$ cat src/rtl/sensor_seq_pkg.sv
// sensor_seq_pkg: shared state encoding, sentinel and sizing helpers for the ADC sequencer
package sensor_seq_pkg;
  typedef enum logic [2:0] {
    S_IDLE,
    S_SETTLE,
    S_STROBE,
    S_WAIT_CONV,
    S_WAIT_LOW,
    S_STORE,
    S_FINISH
  } state_e;
  localparam logic [63:0] TIMEOUT_SENTINEL = '1;
  function automatic int idx_w(input int n);
    return n > 1 ? $clog2(n) : 1;
  endfunction
endpackage

$ cat src/rtl/sensor_adc_sequencer_result_buffer.sv
// channel_result_buffer: per-channel result registers with bounds-checked combinational read
module channel_result_buffer #(
  parameter int N  = 4,
  parameter int W  = 16,
  parameter int IW = 2
) (
  input  logic          clk,
  input  logic          rst_n,
  input  logic          wr_en_i,
  input  logic [IW-1:0] wr_idx_i,
  input  logic [W-1:0]  wr_data_i,
  input  logic [IW-1:0] rd_idx_i,
  output logic [W-1:0]  rd_data_o
);
  logic [W-1:0] mem_q [N];
  // store one averaged result per channel; cleared only by reset
  always_ff @(posedge clk or negedge rst_n) begin
    if (!rst_n) begin
      for (int i = 0; i < N; i++) mem_q[i] <= '0;
    end else if (wr_en_i) begin
      mem_q[wr_idx_i] <= wr_data_i;
    end
  end
  // out-of-range indices read as zero
  always_comb rd_data_o = int'(rd_idx_i) < N ? mem_q[rd_idx_i] : '0;
endmodule

$ cat src/rtl/sensor_adc_sequencer.sv
// sensor_adc_sequencer: scans masked sensor channels through one ADC with settle, averaging and timeout
module sensor_adc_sequencer
  import sensor_seq_pkg::*;
#(
  parameter int NUM_CHANNELS   = 4,
  parameter int ADC_WIDTH      = 16,
  parameter int AVG_LOG2       = 2,
  parameter int SETTLE_CYCLES  = 8,
  parameter int TIMEOUT_CYCLES = 1024
) (
  input  logic                               clk,
  input  logic                               rst_n,
  input  logic                               start_i,
  input  logic                               abort_i,
  input  logic [NUM_CHANNELS-1:0]            channel_mask_i,
  input  logic [2:0]                         config_i,
  output logic                               busy_o,
  output logic                               done_o,
  output logic [NUM_CHANNELS-1:0]            timeout_err_o,
  input  logic [idx_w(NUM_CHANNELS)-1:0]     rd_channel_i,
  output logic [ADC_WIDTH-1:0]               rd_data_o,
  output logic [2:0]                         sens_config_o,
  output logic [NUM_CHANNELS-1:0]            sens_enable_o,
  output logic                               sens_read_o,
  output logic                               adc_enable_o,
  output logic                               adc_read_o,
  input  logic                               adc_conversion_complete_i,
  input  logic [ADC_WIDTH-1:0]               adc_value_i
);
  localparam int IW = idx_w(NUM_CHANNELS);
  localparam int AW = ADC_WIDTH + AVG_LOG2;
  localparam int CW = $clog2(TIMEOUT_CYCLES > SETTLE_CYCLES ? TIMEOUT_CYCLES : SETTLE_CYCLES) + 1;
  localparam logic [AVG_LOG2:0] NSAMP = (AVG_LOG2 + 1)'(1) << AVG_LOG2;

  state_e                  state_q;
  logic [NUM_CHANNELS-1:0] pend_q, rem_d, sens_enable_q, timeout_err_q;
  logic [IW-1:0]           ch_q, first_d, next_d;
  logic [AW-1:0]           acc_q;
  logic [AVG_LOG2:0]       smp_q;
  logic [CW-1:0]           cnt_q;
  logic                    tout_q, busy_q, done_q, sens_read_q, adc_read_q, adc_enable_q;
  logic [2:0]              sens_config_q;
  logic                    wr_en_d;
  logic [ADC_WIDTH-1:0]    wr_data_d;

  function automatic logic [IW-1:0] lowest(input logic [NUM_CHANNELS-1:0] m);
    logic [IW-1:0] r;
    r = '0;
    for (int i = NUM_CHANNELS - 1; i >= 0; i--) if (m[i]) r = IW'(i);
    return r;
  endfunction

  // channel selection and result write-back; abort suppresses the store of the in-progress channel
  always_comb begin
    rem_d     = pend_q & ~(NUM_CHANNELS'(1) << ch_q);
    first_d   = lowest(channel_mask_i);
    next_d    = lowest(rem_d);
    wr_en_d   = state_q == S_STORE && !abort_i;
    wr_data_d = tout_q ? ADC_WIDTH'(TIMEOUT_SENTINEL) : ADC_WIDTH'(acc_q >> AVG_LOG2);
  end

  // scan controller with registered pin outputs
  always_ff @(posedge clk or negedge rst_n) begin
    if (!rst_n) begin
      state_q       <= S_IDLE;
      pend_q        <= '0;
      ch_q          <= '0;
      acc_q         <= '0;
      smp_q         <= '0;
      cnt_q         <= '0;
      tout_q        <= 1'b0;
      busy_q        <= 1'b0;
      done_q        <= 1'b0;
      timeout_err_q <= '0;
      sens_config_q <= '0;
      sens_enable_q <= '0;
      sens_read_q   <= 1'b0;
      adc_read_q    <= 1'b0;
      adc_enable_q  <= 1'b0;
    end else if (abort_i) begin
      state_q       <= S_IDLE;
      busy_q        <= 1'b0;
      done_q        <= 1'b0;
      sens_config_q <= '0;
      sens_enable_q <= '0;
      sens_read_q   <= 1'b0;
      adc_read_q    <= 1'b0;
      adc_enable_q  <= 1'b0;
    end else begin
      done_q      <= 1'b0;
      sens_read_q <= 1'b0;
      adc_read_q  <= 1'b0;
      case (state_q)
        S_IDLE: if (start_i) begin
          pend_q        <= channel_mask_i;
          sens_config_q <= config_i;
          timeout_err_q <= '0;
          busy_q        <= 1'b1;
          acc_q         <= '0;
          smp_q         <= '0;
          cnt_q         <= '0;
          tout_q        <= 1'b0;
          if (|channel_mask_i) begin
            ch_q          <= first_d;
            sens_enable_q <= NUM_CHANNELS'(1) << first_d;
            adc_enable_q  <= 1'b1;
            state_q       <= S_SETTLE;
          end else begin
            state_q <= S_FINISH;
          end
        end
        S_SETTLE: if (cnt_q == CW'(SETTLE_CYCLES - 1)) begin
          sens_read_q <= 1'b1;
          adc_read_q  <= 1'b1;
          state_q     <= S_STROBE;
        end else begin
          cnt_q <= cnt_q + CW'(1);
        end
        S_STROBE: begin
          cnt_q   <= '0;
          state_q <= S_WAIT_CONV;
        end
        S_WAIT_CONV: if (adc_conversion_complete_i) begin
          acc_q   <= acc_q + AW'(adc_value_i);
          smp_q   <= smp_q + (AVG_LOG2 + 1)'(1);
          state_q <= S_WAIT_LOW;
        end else if (cnt_q == CW'(TIMEOUT_CYCLES - 1)) begin
          timeout_err_q[ch_q] <= 1'b1;
          tout_q              <= 1'b1;
          sens_enable_q       <= '0;
          adc_enable_q        <= 1'b0;
          state_q             <= S_STORE;
        end else begin
          cnt_q <= cnt_q + CW'(1);
        end
        S_WAIT_LOW: if (!adc_conversion_complete_i) begin
          if (smp_q == NSAMP) begin
            sens_enable_q <= '0;
            adc_enable_q  <= 1'b0;
            state_q       <= S_STORE;
          end else begin
            sens_read_q <= 1'b1;
            adc_read_q  <= 1'b1;
            state_q     <= S_STROBE;
          end
        end
        S_STORE: begin
          acc_q  <= '0;
          smp_q  <= '0;
          cnt_q  <= '0;
          tout_q <= 1'b0;
          pend_q <= rem_d;
          if (|rem_d) begin
            ch_q          <= next_d;
            sens_enable_q <= NUM_CHANNELS'(1) << next_d;
            adc_enable_q  <= 1'b1;
            state_q       <= S_SETTLE;
          end else begin
            state_q <= S_FINISH;
          end
        end
        S_FINISH: begin
          done_q  <= 1'b1;
          busy_q  <= 1'b0;
          state_q <= S_IDLE;
        end
        default: state_q <= S_IDLE;
      endcase
    end
  end

  channel_result_buffer #(.N(NUM_CHANNELS), .W(ADC_WIDTH), .IW(IW)) u_buf (
    .clk       (clk),
    .rst_n     (rst_n),
    .wr_en_i   (wr_en_d),
    .wr_idx_i  (ch_q),
    .wr_data_i (wr_data_d),
    .rd_idx_i  (rd_channel_i),
    .rd_data_o (rd_data_o)
  );

  assign busy_o        = busy_q;
  assign done_o        = done_q;
  assign timeout_err_o = timeout_err_q;
  assign sens_config_o = sens_config_q;
  assign sens_enable_o = sens_enable_q;
  assign sens_read_o   = sens_read_q;
  assign adc_enable_o  = adc_enable_q;
  assign adc_read_o    = adc_read_q;
endmodule
$ cat config.mk
export PLATFORM = sky130hd
export DESIGN_NAME = sensor_adc_sequencer
export DESIGN_NICKNAME = d
export VERILOG_FILES = /design/src/rtl/sensor_seq_pkg.sv /design/src/rtl/sensor_adc_sequencer_result_buffer.sv /design/src/rtl/sensor_adc_sequencer.sv
export SDC_FILE = /design/constraint.sdc
export NUM_CORES = 1
export LEC_CHECK = 0
export CAP_MARGIN = 20
export CELL_PAD_IN_SITES_DETAIL_PLACEMENT = 1
export CELL_PAD_IN_SITES_GLOBAL_PLACEMENT = 2
export CORE_MARGIN = 3
export CORE_UTILIZATION = 37
export CTS_CLUSTER_DIAMETER = 60
export CTS_CLUSTER_SIZE = 10
export DETAILED_ROUTE_END_ITERATION = 12
export GPL_TIMING_DRIVEN = 1
export HOLD_SLACK_MARGIN = 0.12
export PLACE_DENSITY = 0.87
export SLEW_MARGIN = 20
export SYNTH_ARGS = -nofsm -noshare
export SYNTH_HDL_FRONTEND = slang
export SYNTH_SLANG_ARGS = --single-unit
$ cat constraint.sdc
create_clock -name clk -period 2.66 [get_ports clk]
set_input_delay 0.532 -clock clk [delete_from_list [all_inputs] [get_ports clk]]
set_output_delay 0.532 -clock clk [all_outputs]
set_load 0.05 [all_outputs]
# [After elaboration in Yosys (flattened, before gate mapping)]
# Cells that the tools add are included.
[word_totals] ff_bits=121 input_bits=30
[op_classes] add_sub_neg=3 n_lt_le_gt_ge=5 eq_ne=26 shift=3 muxes=83 bitwise=6 reduce_logical=26
[op_table] cell="bitwise mux 64 bit" count=1
[op_table] cell="two-way mux 16 bit" count=4
[op_table] cell="case mux 18 bit (3 select lines)" count=1
[op_table] cell="two-way mux 4 bit" count=12
[op_table] cell="two-way mux 11 bit" count=4
[op_table] cell="case mux 11 bit (4 select lines)" count=1
[op_table] cell="two-way mux 3 bit" count=14
[op_table] cell="two-way mux 18 bit" count=2
[op_table] cell="binary-select mux 16 bit (select 2 bit)" count=1
[op_table] cell="demux 16 bit (select 2 bit)" count=1
[op_table] cell="two-way mux 2 bit" count=11
[op_table] cell="inequality test 3 bit, second input constant" count=7
[op_table] cell="two-way mux 1 bit" count=20
[op_table] cell="adder 18 x 16 -> 18 bit" count=1
[op_table] cell="case mux 3 bit (6 select lines)" count=1
[op_table] cell="case mux 4 bit (2 select lines)" count=2
[op_table] cell="case mux 4 bit (4 select lines)" count=1
[op_table] cell="AND reduction 5 bit" count=3
[op_table] cell="inequality test 2 bit, second input constant" count=7
[op_table] cell="equality test 3 bit, second input constant" count=4
[op_table] cell="<< shifter 1 x 2 -> 4 bit, first input constant" count=3
[op_table] cell="adder 11 x 1 -> 11 bit, second input constant" count=1
[op_table] cell="equality test 11 x 10 -> 1 bit, second input constant" count=1
[op_table] cell="equality test 11 x 3 -> 1 bit, second input constant" count=1
[op_table] cell="35 further kinds" count=48

# [Depth between registers and ports, before layout]
[depth] word_depth=11 depth_mapped=9 mapped_depth_nobuf=9

# [Modules after synthesis]
# From an unflattened synthesis, not the netlist that was laid out.
[unflattened] hier_cells=591 hier_area_um2=6548.8
[modules_own_cells] mod="sensor_adc_sequencer" instances=1 cells_each=435 area_per_inst_um2=3756.1 seq_area_each_um2=1426.4
[modules_own_cells] mod="channel_result_buffer" instances=1 cells_each=156 area_per_inst_um2=2792.7 seq_area_each_um2=1601.5

# [Worst setup path after synthesis]
# Ideal clock, no wire load.
[synth_path] kind="input -> output" from="input port rd_channel_i[0]" to="output port rd_data_o[10]" t_arrival_ps=1941 slack_ps=187 path_stages=3 n_path_buf=2 cell_sequence="clkbuf_1 -> buf_2 -> mux4_2"
[synth_between] elab_chain_cells=4
[synth_lines] item="start: declaration" line="sensor_adc_sequencer.sv:20" source="input logic [idx_w(NUM_CHANNELS)-1:0] rd_channel_i,"
[synth_lines] item="NOT 2 -> 3 bit (implied by the code)" line="sensor_adc_sequencer_result_buffer.sv:25" source="always_comb rd_data_o = int'(rd_idx_i) < N ? mem_q[rd_idx_i] : '0;"
[synth_lines] item="binary-select mux 16 bit (select 2 bit)" line="sensor_adc_sequencer_result_buffer.sv:25"
[synth_lines] item="two-way mux 16 bit (implied by the code) (2 in series)" line="sensor_adc_sequencer_result_buffer.sv:25"
[synth_lines] item="end: declaration" line="sensor_adc_sequencer.sv:21" source="output logic [ADC_WIDTH-1:0] rd_data_o,"
# Every way passes these cells. The select of a mux whose other input is x is not followed.

# [Worst setup path in the final report]
[layout_path] from="input port rd_channel_i[0]" to="output port rd_data_o[5]"
# The elaborated chain is that of the path after synthesis.

==> reports/metrics.yaml <==
outcome: "finished, final reports clean"
yosysTopAreaCellShare: 0.479
grtUsageTotal: 0.201
post-synth-top-area-cell: "sky130_fd_sc_hd__dfrtp_1"
area_delta_synth_final_pct: 24.7
synth.yosys.seq_area_share: 0.479
critical_path.cell_chain: "clkdlybuf4s50_1 -> buf_12 -> mux4_2 -> buf_4"
timing_worst_slew_pin_value_ps: 745
setup_crit_start_kind: "primary input"
cts_buffers: 17
final_net_count: 776
clock_tree.buffer_depth: 2
final_period_minus_worst_setup_slack_ps: 2560
post_synth.cell_area_avg_sq_um: 9.76
post_drt_wl_per_cell_microns: 18.4
detail_route.iter0.violations: 252
place_hpwl_mm: 12.5
max_transition_viols_final: 0
arrival_ps: 2030
cts_tree: "done"
max_freq_ghz: 0.391
antenna_cells_inserted: 0
finalClockSkew_ps: 8.43
cp.required_ps: 2130
min_period_over_period: 0.962
via_per_inst: 5.51
synth-edff-count: 0
mostFrequentLayoutCells: "sky130_fd_sc_hd__dfrtp_1, sky130_fd_sc_hd__nand2_1, sky130_fd_sc_hd__o21ai_0, sky130_fd_sc_hd__nor2_1"
critical_path_class: "in2out"
core_area_sq_um: 16600
global_route.overflow_total: 0
buffers_added_on_ports: 61
asyncSetResetFlopFracSynth: 1.00
design.portCount: 62
cts_sinks: 121
max_cap_viol_count: 0
firstDrtPassIters: 4
ys_top_cells_by_area: "sky130_fd_sc_hd__dfrtp_1, sky130_fd_sc_hd__o21ai_0, sky130_fd_sc_hd__mux4_2"
cts_resized: 0
start_util: 0.380
post_synth_inst_count: 648
grt_antenna_before_repair: 0
postCtsSetupBuffers: 0
netlist_area_sq_um: 6320
clk-insertion-delay-late_ps: 420
fp-row-count: 47
die_area_sq_um: 18700
fill_cells: 1840
detail_route.wirelength_mm: 17.6
max-slew-margin-rel: 0.504
antenna_left: 0
final.setup.tns_ps: 0
grt_first_pass_wirelength_mm: 29.4
rsz0062_at_grt: "false"
finish.utilization: 0.474
cts_hold_buffers: 0
post_route_cells_drive_above_1_share: 0.158
ys.flop_type: "sky130_fd_sc_hd__dfrtp_1"
hold_viol: 0
htree_num_levels: 4
yosys_register_bits: 121
max-vdd-ir-drop_mv: 0.478
placed_instance_area_sq_um: 7310
cpMaxStageDelayCell: "sky130_fd_sc_hd__mux4_2"
clk_pin_slew_worst_paths_ps: 50
cellLeakagePower_uw: 0.00357
synthDistinctLibCells: 67
setup-violations-final: 0
via_count: 5283
via_count_of_the_first_global_routing_pass: 5691
clk_root_buffer_cell: "sky130_fd_sc_hd__clkbuf_16"
worst_hold_path_type: "in2async"
power_density_nw_per_um2: 768
cp_max_fo: 10
finalInstanceArea_sq_um: 7890
place.gp.congestion: 0.870
critical-path-max-stage-delay_ps: 550
syn-num-nets: 698
hold_worst_slack_ps: 180
most_frequent_standard_cell_in_the_layout_excluding_fill_and_tap_cells: "sky130_fd_sc_hd__dfrtp_1"
grt_start_max_net_pins: 53
critPathCaptureType: "output pin"
die_w_microns: 137
route.detailed.drc: 0
synth.yosys.warnings: 0
floorplan_die_height_microns: 137
-- through the flow --
stage	cells	worst slack [ps]	power (uW)
2_1_floorplan	648	187	3280
3_3_place_gp	927	-127	3780
3_5_place_dp	927	-260	3850
4_1_cts	959	85.2	6110
5_1_grt	959	12.5	6400
6_report	959	101	6060
-- final timing paths --
kind / from / to / slack [ps] / cells after the start
worst min register to register: u_buf.mem_q[16]$_DFFE_PN0P_ / u_buf.mem_q[16]$_DFFE_PN0P_ / 480 / 2
worst max-delay path: rd_channel_i[0] / rd_data_o[5] / 100 / 4
worst min-delay path: rst_n / cnt_q[6]$_DFFE_PN0P_ / 180 / 1
worst max register to register: acc_q[0]$_DFFE_PN0P_ / acc_q[10]$_DFFE_PN0P_ / 420 / 9
min in group clk: u_buf.mem_q[16]$_DFFE_PN0P_ / u_buf.mem_q[16]$_DFFE_PN0P_ / 480 / 2
max in group asynchronous: rst_n / u_buf.mem_q[16]$_DFFE_PN0P_ / 1720 / 2
-- cell families (layout without fill, tap and decap cells) --
logic type / Yosys count / after routing / synth area share
adders and majority gates: 20 / 20 / 0.0408
AOI/OAI and AO/OA: 211 / 211 / 0.208
buffers and inverters: 46 / 137 / 0.0318
and+or+nand+nor: 219 / 219 / 0.162
xor gates and xnor gates: 11 / 11 / 0.0152
DFF: 121 / 121 / 0.479
muxes: 20 / 20 / 0.0633
-- layout make-up --
cell class / count / area (sq um) / area share
multi-input cells: 481 / 3100 / 0.392
flip-flops and latches: 121 / 3030 / 0.384
repair buffers: 96 / 881 / 0.112
clock buffers: 19 / 453 / 0.0574
well taps: 220 / 275 / 0.0349
clock inverters: 13 / 121 / 0.0154
inverters: 9 / 33.8 / 0.00428
-- sequential cells by signal, summed over array words and instances, names as in the netlist --
signal / count
pend_q: 4
busy_o: 1
done_o: 1
adc_enable_o: 1
sens_config_o: 3
timeout_err_o: 4
ch_q: 2
acc_q: 18
smp_q: 3
cnt_q: 11
sens_enable_o: 4
adc_read_o: 1
state_q: 3
u_buf.mem_q: 64
tout_q: 1
-- power by group --
group          internal (uW)  switching, uW
Combinational            639            929
Clock                   1340            885
Sequential              2020            253
Total                   3990           2070
-- cell usage after synthesis, drive strengths merged, types with 5 or more instances --
cell	n
a21o	13
a21oi	49
a22o	10
a31oi	5
and3	5
buf	12
clkbuf	25
dfrtp	121
ha	19
inv	9
mux4	16
nand2	93
nand2b	11
nand3	10
nand4	5
nor2	66
nor3	5
o211ai	5
o21a	5
o21ai	92
xnor2	5
xor2	6
-- worst max-delay path: cells and delay by family --
| family | cells | cell delay [ps] |
|---|---|---|
| buffers and inverters | 3 | 930 |
| multiplexers | 1 | 550 |
-- layer usage --
layer | up-vias | track usage | wire length, microns | share of wire
met5 | - | 0 | 0 | 0
met4 | 0 | 0.0649 | 194 | 0.011
met3 | 18 | 0.0382 | 579 | 0.033
met2 | 96 | 0.327 | 8700 | 0.49
met1 | 2686 | 0.272 | 8170 | 0.46
li1 | 2483 | - | - | -
No activity file was read; power rests on OpenSTA's default activity.
